==> src/rtl/decode_hazard_controller.sv <==
// decode_hazard_controller: Decode-stage hazard unit for a 5-stage RV32I pipe.
// Tracks E/M/W destination records and drives the stall/flush controls and
// the Execute operand forwarding selects.
// Optional feature macro: FORWARDING_EN (defined = forwarding network present,
// load-use stalls only; undefined = no forwarding, stall on any E/M dependence).
module decode_hazard_controller #(
  parameter int REG_ADDR_BITS  = 5,
  parameter int STALL_CNT_BITS = 16
) (
  input  logic                      clk,
  input  logic                      reset,
  input  logic                      InstrValidD,
  input  logic [REG_ADDR_BITS-1:0]  Rs1D,
  input  logic [REG_ADDR_BITS-1:0]  Rs2D,
  input  logic                      UsesRs1D,
  input  logic                      UsesRs2D,
  input  logic [REG_ADDR_BITS-1:0]  RdD,
  input  logic                      RegWriteD,
  input  logic                      IsLoadD,
  input  logic                      PCSrcE,
  output logic                      StallF,
  output logic                      StallD,
  output logic                      FlushD,
  output logic                      FlushE,
  output logic [1:0]                ForwardAE,
  output logic [1:0]                ForwardBE,
  output logic [STALL_CNT_BITS-1:0] StallCount
);

  typedef struct packed {
    logic                     valid;
    logic [REG_ADDR_BITS-1:0] rd;
    logic                     regwrite;
    logic                     isload;
  } rec_t;

  typedef struct packed {
    rec_t                     base;
    logic [REG_ADDR_BITS-1:0] rs1;
    logic [REG_ADDR_BITS-1:0] rs2;
    logic                     uses1;
    logic                     uses2;
  } ex_rec_t;

  ex_rec_t                   e_rec;
  rec_t                      m_rec;
  rec_t                      w_rec;
  logic [STALL_CNT_BITS-1:0] cnt_q;

  logic dec_hit_e, dec_hit_m, stall_raw;
  logic [1:0] fwd_a, fwd_b;

  // True when record r writes a non-x0 register equal to a source that is read.
  function automatic logic rec_hit(rec_t r, logic [REG_ADDR_BITS-1:0] src, logic used);
    return used && r.valid && r.regwrite && (r.rd != '0) && (r.rd == src);
  endfunction

  assign dec_hit_e = InstrValidD &&
                     (rec_hit(e_rec.base, Rs1D, UsesRs1D) || rec_hit(e_rec.base, Rs2D, UsesRs2D));
  assign dec_hit_m = InstrValidD &&
                     (rec_hit(m_rec, Rs1D, UsesRs1D) || rec_hit(m_rec, Rs2D, UsesRs2D));

`ifdef FORWARDING_EN
  // Only a load in E cannot be forwarded in time; everything else is bypassed.
  assign stall_raw = dec_hit_e && e_rec.base.isload;

  // Operand selects for the instruction now in E; the younger M result wins over W.
  always_comb begin
    fwd_a = 2'b00;
    fwd_b = 2'b00;
    if (rec_hit(m_rec, e_rec.rs1, e_rec.base.valid && e_rec.uses1))      fwd_a = 2'b10;
    else if (rec_hit(w_rec, e_rec.rs1, e_rec.base.valid && e_rec.uses1)) fwd_a = 2'b01;
    if (rec_hit(m_rec, e_rec.rs2, e_rec.base.valid && e_rec.uses2))      fwd_b = 2'b10;
    else if (rec_hit(w_rec, e_rec.rs2, e_rec.base.valid && e_rec.uses2)) fwd_b = 2'b01;
  end

  logic unused_bits;
  assign unused_bits = ^{m_rec.isload, w_rec.isload};
`else
  // Without a bypass network the consumer waits until the producer reaches W,
  // where the register file write-before-read covers it.
  assign stall_raw = dec_hit_e || dec_hit_m;
  assign fwd_a     = 2'b00;
  assign fwd_b     = 2'b00;

  logic unused_bits;
  assign unused_bits = ^{w_rec, e_rec.rs1, e_rec.rs2, e_rec.uses1, e_rec.uses2,
                         e_rec.base.isload, m_rec.isload};
`endif

  // Stall/flush resolution: a taken branch squashes, so flush overrides stall;
  // reset forces every output low.
  always_comb begin
    StallF     = 1'b0;
    StallD     = 1'b0;
    FlushD     = 1'b0;
    FlushE     = 1'b0;
    ForwardAE  = 2'b00;
    ForwardBE  = 2'b00;
    StallCount = '0;
    if (!reset) begin
      ForwardAE  = fwd_a;
      ForwardBE  = fwd_b;
      StallCount = cnt_q;
      if (PCSrcE) begin
        FlushD = 1'b1;
        FlushE = 1'b1;
      end else begin
        StallF = stall_raw;
        StallD = stall_raw;
        FlushE = stall_raw;
      end
    end
  end

  // Shadow record pipeline and saturating load-use stall counter.
  always_ff @(posedge clk) begin
    if (reset) begin
      e_rec <= '0;
      m_rec <= '0;
      w_rec <= '0;
      cnt_q <= '0;
    end else begin
      w_rec <= m_rec;
      m_rec <= e_rec.base;
      if (FlushE || StallD) begin
        e_rec <= '0;
      end else begin
        e_rec.base.valid    <= InstrValidD;
        e_rec.base.rd       <= RdD;
        e_rec.base.regwrite <= RegWriteD;
        e_rec.base.isload   <= IsLoadD;
        e_rec.rs1           <= Rs1D;
        e_rec.rs2           <= Rs2D;
        e_rec.uses1         <= UsesRs1D;
        e_rec.uses2         <= UsesRs2D;
      end
      if (StallD && !PCSrcE && (cnt_q != '1)) cnt_q <= cnt_q + 1'b1;
    end
  end

endmodule

==> config.mk <==
export PLATFORM = sky130hd
export DESIGN_NAME = decode_hazard_controller
export DESIGN_NICKNAME = d
export VERILOG_FILES = /design/src/rtl/decode_hazard_controller.sv
export SDC_FILE = /design/constraint.sdc
export NUM_CORES = 1
export LEC_CHECK = 0
export BUFFER_PORTS_ARGS = -buffer_cell sky130_fd_sc_hd__buf_2
export CORE_AREA = 2 2 87 89
export DETAILED_ROUTE_END_ITERATION = 6
export DIE_AREA = 0 0 89 91
export SLEW_MARGIN = 30
export SYNTH_ARGS = -nofsm -noshare
export SYNTH_HDL_FRONTEND = slang
export SYNTH_SLANG_ARGS = --single-unit
==> constraint.sdc <==
create_clock -name clk -period 1.9 [get_ports clk]
set_input_delay 0.38 -clock clk [delete_from_list [all_inputs] [get_ports clk]]
set_output_delay 0.38 -clock clk [all_outputs]
set_load 0.03 [all_outputs]
==> results_dict.tcl <==
set metrics [dict create \
    worstPathArrival_ns 1.89 \
    grt_max_degree 43 \
    yosysMostFrequentCell "dfxtp_1" \
    syn2layout_area_growth_pct 52.8 \
    synthesis.area_sq_um 1730 \
    synthFlopType "dfxtp_1" \
    path_class "reg2out" \
    io_pins 47 \
    synthTopCellsByCount "dfxtp_1 (30), nor2b_1 (21), xnor2_1 (20)" \
    synth_top_area_frac 0.348 \
    ys_types 34 \
    h-tree-depth 2 \
    grt_first_pass_wirelength_mm 7.28 \
    ys_seq_area_frac 0.348 \
    gr-total-overflow 0 \
    diodes 0 \
    avgSynthCellArea_sq_um 8.90 \
    first_iter_violations 76 \
    startpoint "m_rec[2]$_SDFF_PP0_" \
    die_area_sq_um 8100 \
    n_fill_cell 759 \
    seqPwrFrac 0.436 \
    synth.largest_area_cell "dfxtp_1" \
    power_switching_uw 344 \
    die_x_microns 89 \
    violations "negative setup slack" \
    rows 31 \
    synth_edf_count 0 \
    endpoint_kind "output port" \
    grt_pass1_vias 1599 \
    skew_ns 0.00509 \
    worst_slew_pin_slew_ns 0.602 \
    cts_sinks 30 \
    outcome "finished, violations left" \
    hold_start "RdD[0]" \
    r2r_start "e_rec[14]$_SDFF_PP0_" \
    setup_viol 18 \
    clockBufferDepth 2 \
    dp_cells 348 \
    power_frac_comb 0.124 \
    grt_setup_unrepaired "true" \
    cts_tree "yes" \
    slew_headroom 0.596 \
    drt_pass1_iterations 4 \
    setup_tns_ns -3.62 \
    num_vias 1649 \
    cts_hold_buf 0 \
    postSynthCellCount 194 \
    layout.cells.non_filler 363 \
    wl_per_cell_microns 12.8 \
    nNetsFinal 288 \
    fp.coreArea_sq_um 7140 \
    clock_power_share 0.440 \
    drv_slew 0 \
    yosys-top-cells-area "dfxtp_1 (35%), xnor2_1 (10%), nor2b_1 (7.6%), mux2_1 (5.2%), and3_1 (4.3%)" \
    drc_errors 0 \
    synth_warnings 0 \
    wl_mm 4.65 \
    fp.dieH_microns 91 \
    viasPerCell 4.54 \
    drive_gt1_frac 0.477 \
    hold_class "in2reg" \
    cellPowerDensity_nw_per_um2 562 \
    async_flop_share 0 \
    fin_ws_ns -0.369 \
    hpwl_mm 3.35 \
    cp_max_fo 3 \
    cp.required_ns 1.52 \
    clkLatencyLatePin_ns 0.28 \
    maxCapViolCount 0 \
    place_congestion 0.736 \
    internal-power_mw 1.14 \
    antenna_left 0 \
    period_share 1.19 \
    cts-root-buf "clkbuf_8" \
    antenna_found_initial 0 \
    sw_frac_of_total 0.232 \
    clkTransAtPathRegs_ns 0.06 \
    numCtsBuffers 5 \
    peakVddDrop_mv 0.268 \
    hold_viol 0 \
    portBuffers 41 \
    fmax_mhz 441 \
    power.total_mw 1.48 \
    p_leak_nw 1.16 \
    grtUsageTotal 0.117 \
    fin_crit_ns 2.27 \
    startpoint_type "flop" \
    initial_core_util 0.242 \
    synth_seq_cells 30 \
]
-- sequential cells by signal, summed over array words and instances, names as in the netlist --
register / flops
cnt_q: 16
e_rec: 7
m_rec: 7
-- path summary, 6_finish.rpt --
| check | depth (start not counted) | end | slack, ns |
|---|---|---|---|
| setup / recovery | 6 | StallF | -0.37 |
| hold / removal | 2 | e_rec[14]$_SDFF_PP0_ | 0.33 |
| setup reg to reg | 8 | cnt_q[3]$_SDFFE_PP0P_ | -0.22 |
| hold reg to reg | 1 | m_rec[7]$_SDFF_PP0_ | 0.47 |
-- cell type report --
cell class                      instances  area (sq um)  share of cell area
Clock inverter                          1          30.0              0.0114
Clock buffer                            6          82.6              0.0313
Tap cell                               99           124              0.0469
Inverter                                6          25.0             0.00948
Multi-Input combinational cell        152          1300               0.493
Sequential cell                        30           606               0.229
Timing Repair Buffer                   69           472               0.179
-- through the flow --
| stage | setup slack, ns | utilization | instance area [sq um] | hold slack (ns) |
|---|---|---|---|---|
| final | -0.369 | 0.370 | 2640 | 0.328 |
| after detailed placement | -0.270 | 0.306 | 2180 | 0.455 |
| after global placement | -0.225 | 0.306 | 2180 | 0.459 |
| after global routing | -0.444 | 0.370 | 2640 | 0.315 |
| after floorplan | -0.206 | - | 1760 | 0.438 |
| after CTS | -0.422 | 0.349 | 2490 | 0.324 |
-- metal layers --
layer,global-route usage,part of all wire
met3,0.0336,0.060
met1,0.135,0.41
met2,0.201,0.52
met5,0,0
met4,0.0448,0.015
-- power groups by stage --
stage	logic, mW	clock network (mW)	registers [mW]
2_1_floorplan	0.0955	0	0.661
3_5_place_dp	0.156	0	0.660
3_3_place_gp	0.152	0	0.660
4_1_cts	0.173	0.670	0.646
5_1_grt	0.198	0.711	0.647
6_report	0.184	0.652	0.647
-- cells by family (layout without fill, tap and decap cells) --
group           Yosys count  in the layout  synth area share
compound gates           19             19             0.104
xor+xnor                 20             20             0.101
fa+ha+maj                 1              1           0.00725
buf+inv                  15             82            0.0435
flops                    30             30             0.348
mux                      11             11            0.0783
other cells               1              4           0.00217
simple gates             97             97             0.315
-- critical path, cell delays in order (launching register included) --
cell	delay, ns
dfxtp_2	0.32
or3_4	0.38
o311a_4	0.33
and3_4	0.18
a22oi_4	0.22
inv_4	0.05
buf_6	0.13
-- layout by cell type, fill, tap and decap left out, drive strengths merged, types with 4 or more instances in the layout --
master  count
or4         4
conb        4
nand3      10
nand2       8
xnor2      20
mux2       11
and3       13
a21oi       6
nor2b      21
o31ai       5
nor4        6
clkbuf      6
nor2       20
nand4       7
inv         5
dfxtp      30
buf        69
-- timing repair --
action	4_1_cts	5_1_grt
gates resized for setup	29	29
gates cloned	0	0
setup buffers	6	5
pin swaps	13	17
setup endpoints to repair	19	19
(Power assumes the default switching activity.)
